===== config.mk =====
export PLATFORM = sky130hd
export DESIGN_NAME = vx_kmu_task_gen
export DESIGN_NICKNAME = d
export VERILOG_FILES = /design/src/rtl/vx_kmu_task_gen.sv
export SDC_FILE = /design/constraint.sdc
export NUM_CORES = 1
export LEC_CHECK = 0
export CORE_ASPECT_RATIO = 1.75
export CORE_MARGIN = 3
export CORE_UTILIZATION = 52
export CTS_BUF_LIST = sky130_fd_sc_hd__clkbuf_4 sky130_fd_sc_hd__clkbuf_8 sky130_fd_sc_hd__clkbuf_16
export DETAILED_ROUTE_END_ITERATION = 12
export GPL_TIMING_DRIVEN = 0
export PLACE_DENSITY = 0.81
export RECOVER_POWER = 100
export SLEW_MARGIN = 20
export SYNTH_ARGS = -nofsm -noshare
export SYNTH_HDL_FRONTEND = slang
export SYNTH_SLANG_ARGS = --single-unit

===== constraint.sdc =====
create_clock -name clk -period 4.4 [get_ports clk]
set_clock_uncertainty 0.1 [all_clocks]
set_input_delay 0.88 -clock clk [delete_from_list [all_inputs] [get_ports clk]]
set_output_delay 0.88 -clock clk [all_outputs]
set_load 0.005 [all_outputs]

===== src/rtl/vx_kmu_task_gen.sv =====
// ---------------------------------------------------------------------------
// vx_kmu_task_gen
//
// Kernel launch task generator. Software programs the kernel PC, the argument
// pointer and a 3-D grid through DCR writes, then writes the START slot. The
// block then emits one task descriptor per grid block, x fastest, then y,
// then z. It uses a valid/ready handshake and can sustain one task per cycle.
// Afterwards it pulses done for one cycle.
//
// Parameters
//   DCR_BASE  DCR address of slot 0 (PC); slots 1..5 are ARG, GRID_X,
//             GRID_Y, GRID_Z and START.
//   DIM_W     width of each grid dimension and block index.
//
// Ports
//   clk, reset                   clock; synchronous active-high reset
//   dcr_wr_valid/addr/data       DCR write strobe, address and data
//   task_valid, task_ready       task descriptor handshake
//   task_pc, task_arg            kernel start PC and argument pointer
//   task_bid_x/y/z               block index of the current task
//   busy                         a launch is in progress (DISPATCH or DONE)
//   done                         one-cycle pulse when the launch completes
// ---------------------------------------------------------------------------
module vx_kmu_task_gen #(
   parameter logic [11:0] DCR_BASE = 12'h010,
   parameter int unsigned DIM_W    = 16
) (
   input  logic             clk,
   input  logic             reset,

   input  logic             dcr_wr_valid,
   input  logic [11:0]      dcr_wr_addr,
   input  logic [31:0]      dcr_wr_data,

   output logic             task_valid,
   input  logic             task_ready,
   output logic [31:0]      task_pc,
   output logic [31:0]      task_arg,
   output logic [DIM_W-1:0] task_bid_x,
   output logic [DIM_W-1:0] task_bid_y,
   output logic [DIM_W-1:0] task_bid_z,

   output logic             busy,
   output logic             done
);

   localparam logic [11:0] ADDR_PC     = DCR_BASE;
   localparam logic [11:0] ADDR_ARG    = DCR_BASE + 12'd1;
   localparam logic [11:0] ADDR_GRID_X = DCR_BASE + 12'd2;
   localparam logic [11:0] ADDR_GRID_Y = DCR_BASE + 12'd3;
   localparam logic [11:0] ADDR_GRID_Z = DCR_BASE + 12'd4;
   localparam logic [11:0] ADDR_START  = DCR_BASE + 12'd5;

   localparam logic [DIM_W-1:0] ONE = {{(DIM_W-1){1'b0}}, 1'b1};

   typedef enum logic [1:0] {
      ST_IDLE,
      ST_DISPATCH,
      ST_DONE
   } state_t;

   state_t state;
   state_t state_next;

   // Launch configuration
   logic [31:0]      pc_q;
   logic [31:0]      arg_q;
   logic [DIM_W-1:0] grid_x_q;
   logic [DIM_W-1:0] grid_y_q;
   logic [DIM_W-1:0] grid_z_q;

   // Block index counters
   logic [DIM_W-1:0] bid_x_q;
   logic [DIM_W-1:0] bid_y_q;
   logic [DIM_W-1:0] bid_z_q;
   logic [DIM_W-1:0] bid_x_next;
   logic [DIM_W-1:0] bid_y_next;
   logic [DIM_W-1:0] bid_z_next;

   // DCR decode
   logic wr_pc;
   logic wr_arg;
   logic wr_grid_x;
   logic wr_grid_y;
   logic wr_grid_z;
   logic wr_start;

   logic in_idle;
   logic handshake;
   logic grid_ok;
   logic last_x;
   logic last_y;
   logic last_z;
   logic last_block;

   always_comb begin
      wr_pc     = dcr_wr_valid && (dcr_wr_addr == ADDR_PC);
      wr_arg    = dcr_wr_valid && (dcr_wr_addr == ADDR_ARG);
      wr_grid_x = dcr_wr_valid && (dcr_wr_addr == ADDR_GRID_X);
      wr_grid_y = dcr_wr_valid && (dcr_wr_addr == ADDR_GRID_Y);
      wr_grid_z = dcr_wr_valid && (dcr_wr_addr == ADDR_GRID_Z);
      wr_start  = dcr_wr_valid && (dcr_wr_addr == ADDR_START);
   end

   assign in_idle   = (state == ST_IDLE);
   assign handshake = task_valid && task_ready;
   assign grid_ok   = (grid_x_q != '0) && (grid_y_q != '0) && (grid_z_q != '0);

   // Wrap detection is an equality against GRID-1 computed in DIM_W bits, so
   // a full-range dimension never needs the counter to reach 2^DIM_W.
   assign last_x     = (bid_x_q == grid_x_q - ONE);
   assign last_y     = (bid_y_q == grid_y_q - ONE);
   assign last_z     = (bid_z_q == grid_z_q - ONE);
   assign last_block = last_x && last_y && last_z;

   // -----------------------------------------------------------------------
   // FSM
   // -----------------------------------------------------------------------
   always_ff @(posedge clk) begin
      if (reset) begin
         state <= ST_IDLE;
      end else begin
         state <= state_next;
      end
   end

   always_comb begin
      state_next = state;
      case (state)
         ST_IDLE: begin
            if (wr_start) begin
               state_next = grid_ok ? ST_DISPATCH : ST_DONE;
            end
         end
         ST_DISPATCH: begin
            if (handshake && last_block) begin
               state_next = ST_DONE;
            end
         end
         ST_DONE: begin
            state_next = ST_IDLE;
         end
         default: begin
            state_next = ST_IDLE;
         end
      endcase
   end

   // -----------------------------------------------------------------------
   // Configuration registers: writable only while idle, so a launch in
   // flight (including its DONE cycle) keeps its configuration.
   // -----------------------------------------------------------------------
   always_ff @(posedge clk) begin
      if (reset) begin
         pc_q     <= '0;
         arg_q    <= '0;
         grid_x_q <= '0;
         grid_y_q <= '0;
         grid_z_q <= '0;
      end else if (in_idle) begin
         if (wr_pc)     pc_q     <= dcr_wr_data;
         if (wr_arg)    arg_q    <= dcr_wr_data;
         if (wr_grid_x) grid_x_q <= dcr_wr_data[DIM_W-1:0];
         if (wr_grid_y) grid_y_q <= dcr_wr_data[DIM_W-1:0];
         if (wr_grid_z) grid_z_q <= dcr_wr_data[DIM_W-1:0];
      end
   end

   // -----------------------------------------------------------------------
   // Block index counters (x fastest)
   // -----------------------------------------------------------------------
   always_comb begin
      bid_x_next = bid_x_q + ONE;
      bid_y_next = bid_y_q;
      bid_z_next = bid_z_q;
      if (last_x) begin
         bid_x_next = '0;
         bid_y_next = bid_y_q + ONE;
         if (last_y) begin
            bid_y_next = '0;
            bid_z_next = bid_z_q + ONE;
         end
      end
   end

   always_ff @(posedge clk) begin
      if (reset) begin
         bid_x_q <= '0;
         bid_y_q <= '0;
         bid_z_q <= '0;
      end else if (in_idle && wr_start) begin
         bid_x_q <= '0;
         bid_y_q <= '0;
         bid_z_q <= '0;
      end else if (handshake) begin
         bid_x_q <= bid_x_next;
         bid_y_q <= bid_y_next;
         bid_z_q <= bid_z_next;
      end
   end

   // -----------------------------------------------------------------------
   // Outputs: all decoded from registered state, so task_ready never reaches
   // task_valid combinationally.
   // -----------------------------------------------------------------------
   assign task_valid = (state == ST_DISPATCH);
   assign task_pc    = pc_q;
   assign task_arg   = arg_q;
   assign task_bid_x = bid_x_q;
   assign task_bid_y = bid_y_q;
   assign task_bid_z = bid_z_q;
   assign busy       = (state != ST_IDLE);
   assign done       = (state == ST_DONE);

endmodule


==> results of run 1 <==
[layout make-up]
class                           instances  area, sq um  share of cell area [%]
Tap cell                              183          229                    2.21
Buffer                                 51          194                    1.87
Timing Repair Buffer                  161         1610                    15.5
Clock buffer                           17          425                    4.10
Inverter                               11         41.3                   0.398
Multi-Input combinational cell        748         4440                    42.9
Sequential cell                       162         3240                    31.3
Clock inverter                         15          176                    1.70
[cell usage after synthesis (6+ instances only)]
cell type and count:
nand2b_1 9, nor3_1 18, nor2b_1 6, o21ai_0 9, and3_1 15, o31ai_1 7
nor4_1 14, nand4b_1 7, clkbuf_1 45, nor2_1 83, a21oi_1 98, xnor2_1 50
xor2_1 36, nand4_1 23, dfxtp_1 162, or3_1 18, ha_1 7, mux2i_1 45
inv_1 11, nand2_1 187, nand3_1 40, or4_1 10, and2_1 6
[per-stage QoR]
stage	cells	util, %	hold WS, ns	cell area, sq um
detailed placement	1316	65.6	0.346	9780
floorplan	972	-	0.327	7940
CTS	1348	69.6	0.355	10400
global route	1348	69.5	0.367	10400
finish	1348	69.5	0.351	10400
global placement	1316	65.6	0.341	9780
[path summary, 6_finish.rpt]
| check | to | startpoint | slack [ns] | cells past startpoint |
|---|---|---|---|---|
| min reg2reg | task_pc[12] | task_pc[12] | 0.35 | 2 |
| max reg2reg | task_bid_z[4] | grid_x_q[0] | 0.20 | 12 |
| min | task_pc[12] | task_pc[12] | 0.35 | 2 |
| max | task_bid_z[4] | grid_x_q[0] | 0.20 | 12 |
[registers in the layout, summed over array words and instances, names as in the netlist]
register    cells
task_arg       32
task_bid_z     16
task_bid_x     16
task_bid_y     16
grid_z_q       16
task_pc        32
grid_x_q       16
grid_y_q       16
state           2
[kinds of logic after synthesis]
logic type | share of synthesized area (%)
AO/OA/AOI/OAI | 10.6
XOR/XNOR | 9.77
adder cells (fa/ha/maj) | 1.10
buffers and inverters | 2.98
flip-flops | 40.9
multiplexers | 5.82
AND/OR/NAND/NOR | 28.9
[per-layer routing]
layer / GRT usage, % / vias to the layer above / part of all wire [%]
met5: 0 / - / 0
met4: 13.8 / 0 / 4.5
met3: 6.83 / 76 / 6.1
met2: 49.7 / 253 / 53
met1: 29.6 / 3687 / 36
li1: - / 3743 / -
[worst max-delay path, delay by kind of cell (launching register included)]
kind                       cells  cell delay (ns)
and+or+nand+nor                6             2.07
buffers and inverters          3             0.74
AOI/OAI and AO/OA              1             0.43
DFF                            1             0.38
adders and majority gates      1             0.23
muxes                          1             0.15
[power groups by stage]
stage	sequential [mW]	combinational [mW]	clock, mW
after floorplan	1.50	0.0300	0
after CTS	1.46	0.104	1.51
after detailed placement	1.50	0.104	0
after global routing	1.46	0.111	1.57
after global placement	1.50	0.104	0
final	1.46	0.105	1.49
==> run summary, run 1 <==
Initial Util: 53.2%
flops & latches, synth: 162
worst-skew pair later-pin latency: 0.43 ns
area grow syn2layout: 30.6%
CTS Buf Count: 17
Total GRT Usage: 27.6%
WL/cell: 17.4 um
Yosys Warn Count: 0
most common cell after layout, fill and taps aside: nand2_1
most frequent cells in the layout: 187 x nand2_1, 162 x dfxtp_1, 116 x dlygate4sd3_1, 98 x a21oi_1, 83 x nor2_1
CP Class: register to register
PostCTS Resize Cnt: 0
Worst EP arrival: 4.43 ns
ys async rst share: 0%
switching pwr: 0.781 mW
Pint: 2.28 mW
vias per cell: 5.76
Critical Path Fanout Max: 10
largest area contributor in the netlist: dfxtp_1
Port Buffer Count: 161
First-pass DRT Iterations: 5
clk buf depth: 2
Post-Synthesis Cell Area: 7940 sq um
Clock Sinks: 162
Worst path most repeated cell: nand4_1
Worst path slowest cell: nor4_1
first-pass GRT wire length: 37,500 um
Final Hold Fails: 0
Setup WS post-layout: 0.199 ns
drt total wl: 23,500 um
top-area cell type share of the netlist area: 40.9%
Mapped Cells: 972
Mapped Avg Cell Area: 8.17 sq um
nets@finish: 1,207
Slew HR: 38.1%
crit path launch type: register
post-CTS setup buffer count: 0
fin crit period: 4.20 ns
LEAKAGE: 4.16 nW
Synth cell types: 62
Iteration-0 DRC Markers: 428
Chip Width: 99.4 um
sequential element share of the synthesized area: 40.9%
Residual DRC: 0
antenna cells: 0
Post-DRT Antenna Nets: 0
core area: 14,900 sq um
Seq pwr share: 47.8%
Setup crit end kind: register
pin count of the biggest net entering global routing: 20
CP required: 4.63 ns
post-cts hold buffer count: 0
Comb pwr share: 3.4%
total power: 3.06 mW
initial antenna violation count: 0
clock group share of total power: 48.7%
setup TNS: 0 ns
Worst-Margin Slew: 0.925 ns
CTS Root Cell: clkbuf_16
VDD IR max: 0.000258 V
Die Y: 169 um
hpwl dp: 17,500 um
Slew Limit Fails: 0
row count: 59
routability cong.: 0.905
CTS H-Tree Depth: 4
period utilization: 95.5%
routed vias: 7,759
layout cells sized above 1: 4.38%
Switching Fraction: 25.5%
RSZ-0062 raised after global routing: false
Max Freq: 238 MHz
clock slew at reported path FFs: 0.08 ns
# fillers: 1,235
CP max stage delay: 0.52 ns
maximum capacitance violations: 0
total gr overflow: 0
die area: 16,800 sq um
vias in the first global route: 7,496
I/O Pins: 163
status: completed
CTS tree: done
Post-synth EDFFs: 0
Power Density: 296 nW/um^2
worst slack at placement: 0.227 ns
top cells by area, synth: dfxtp_1 41%, nand2_1 8.8%, a21oi_1 6.2%
critical-path cell list: inv_1 > ha_1 > or3b_4 > or4_4 > a2111oi_4 > nand4_1 > nor4_1 > and4_1 > clkbuf_1 > buf_2 > nand4_1 > mux2i_1
Hold Path Class: register to register
syn_nets: 1,027
final setup violating endpoints: 0
dominant synthesized flop cell: dfxtp_1
Power figures use the tool's default switching activity.
==> run 2: changes to the inputs <==
HOLD_SLACK_MARGIN = 0.15   (was unset)
==> results of run 2 <==
No change in the layout: final DEF, timing and power equal those of run 1.
==> run 3: changes to the inputs <==
SETUP_SLACK_MARGIN = 0.5   (was unset)
clock period = 4 ns   (was 4.4 ns; I/O delays follow)
==> run 3 against run 2 <==
Power up 10%. First-iteration DRC count fell by 13%. Clock power rose by 11%. Critical endpoint is now task_bid_y[15]. Worst hold slack is essentially flat.
==> run summary, run 3 (same netlist as run 1, synthesis figures left out) <==
Initial Util: 53.2%
vias in the first global route: 7,598
fin crit period: 3.60 ns
hold path endpoint: task_pc[12]
vias per cell: 5.73
HP Start: task_pc[12]
most frequent cells in the layout: 187 x nand2_1, 160 x dfxtp_1, 116 x dlygate4sd3_1, 98 x a21oi_1, 83 x nor2_1
initial antenna violation count: 0
LEAKAGE: 4.32 nW
Die Y: 169 um
nets@finish: 1,224
status: completed
maximum capacitance violations: 0
Setup crit end kind: register
First-pass DRT Iterations: 5
Reg-to-Reg Start: grid_x_q[0]
clk buf depth: 2
Worst path slowest cell: or4_1
Finished Core Util: 71.4%
worst-case reg-to-reg path depth: 11
Worst EP arrival: 3.85 ns
routability cong.: 0.905
hpwl dp: 17,500 um
# fillers: 1,178
Setup WS post-layout: 0.403 ns
switching pwr: 0.866 mW
Switching Fraction: 25.7%
CTS H-Tree Depth: 4
final setup violating endpoints: 0
clock group share of total power: 48.9%
RSZ-0062 raised after global routing: true
setup TNS: 0 ns
Seq pwr share: 47.7%
Port Buffer Count: 161
I/O Pins: 163
worst slack at placement: -0.173 ns
Critical Path Fanout Max: 7
antenna cells: 0
pin count of the biggest net entering global routing: 20
Residual DRC: 0
Total GRT Usage: 28.0%
WP buf/inv: 2
Max Freq: 278 MHz
Post-DRT Antenna Nets: 0
Pint: 2.51 mW
Hold Path Class: register to register
Final Hold Fails: 0
Iteration-0 DRC Markers: 372
cell family with most CP delay: simple AND/OR/NAND/NOR gates
VDD IR max: 0.000285 V
most common cell after layout, fill and taps aside: nand2_1
row count: 59
routed vias: 7,824
critical-path cell list: inv_2 > ha_4 > or3b_4 > or4_4 > a2111oi_4 > nand3_2 > nor4_4 > clkbuf_1 > nand4_4 > or4_1 > a21oi_1
Worst-Margin Slew: 0.924 ns
area grow syn2layout: 34.1%
Slew HR: 38.2%
first-pass GRT wire length: 38,000 um
CTS Root Cell: clkbuf_16
period utilization: 89.9%
CP max stage delay: 0.54 ns
layout cells sized above 1: 7.36%
drt total wl: 24,000 um
CP required: 4.26 ns
CTS Buf Count: 17
CP Class: register to register
core area: 14,900 sq um
Comb pwr share: 3.4%
Hold Path Depth: 2
post-cts hold buffer count: 0
CTS tree: done
Clock Sinks: 162
Power Density: 317 nW/um^2
crit path launch type: register
clock slew at reported path FFs: 0.07 ns
die area: 16,800 sq um
total gr overflow: 0
Chip Width: 99.4 um
r2r endpoint: task_bid_y[15]
flop2flop setup slack: 0.40 ns
worst-skew pair later-pin latency: 0.43 ns
Slew Limit Fails: 0
WL/cell: 17.6 um
## run 3: worst reg2reg max path: cells and delay by family (launching register included)
kind | cells | cell delay (ns)
and+or+nand+nor | 6 | 2.00
DFF | 1 | 0.37
AOI/OAI and AO/OA | 2 | 0.57
buffers and inverters | 2 | 0.34
adders and majority gates | 1 | 0.14
## run 3: power groups by stage
stage	registers, mW	logic (mW)	clock network (mW)
6_report	1.61	0.116	1.65
5_1_grt	1.61	0.123	1.72
4_1_cts	1.61	0.115	1.66
3_5_place_dp	1.65	0.114	0
3_3_place_gp	1.65	0.114	0
2_1_floorplan	1.65	0.0330	0
## run 3: how the worst max path moves through the flow
stage,to,startpoint,slack (ns),cells after the start
finish,task_bid_y[15],grid_x_q[0],0.40,11
global route,task_bid_x[6],grid_x_q[0],0.20,12
CTS,task_bid_y[15],grid_x_q[0],0.52,11
detailed placement,task_bid_y[5],grid_x_q[0],-0.17,11
global placement,task_bid_y[7],grid_x_q[0],-0.13,11
floorplan,task_bid_y[13],grid_x_q[0],0.54,10
## run 3: final cells by class
| class | count | area, sq um | area share (%) |
|---|---|---|---|
| clock inverter | 15 | 176 | 1.66 |
| buffer | 51 | 208 | 1.95 |
| multi-input combinational | 748 | 4550 | 42.8 |
| tap | 183 | 229 | 2.15 |
| inverter | 11 | 43.8 | 0.411 |
| sequential | 162 | 3250 | 30.5 |
| clock buffer | 17 | 425 | 4.00 |
| timing repair buffer | 178 | 1760 | 16.5 |
## run 3: per-layer routing
layer	routed length [um]	vias up	global-route usage, %	part of all wire, %
met2	12800	243	50.6	53
li1	-	3778	-	-
met4	1030	0	13.8	4.3
met1	8840	3727	30.1	37
met5	0	-	0	0
met3	1310	76	6.62	5.5
## run 3: stage by stage
| stage | std cells | total power [mW] | hold WS [ns] | cell area (sq um) |
|---|---|---|---|---|
| after floorplan | 972 | 1.68 | 0.327 | 7940 |
| after detailed placement | 1316 | 1.76 | 0.346 | 9780 |
| after CTS | 1357 | 3.38 | 0.355 | 10500 |
| final | 1365 | 3.38 | 0.351 | 10600 |
| after global routing | 1365 | 3.46 | 0.367 | 10600 |
| after global placement | 1316 | 1.76 | 0.341 | 9780 |
## run 3: timing repair
action / CTS / global route
cloned: 0 / 0
buffers inserted: 9 / 8
resized for setup: 16 / 23
endpoints found under the setup margin: 50 / 39
pin swaps: 7 / 11
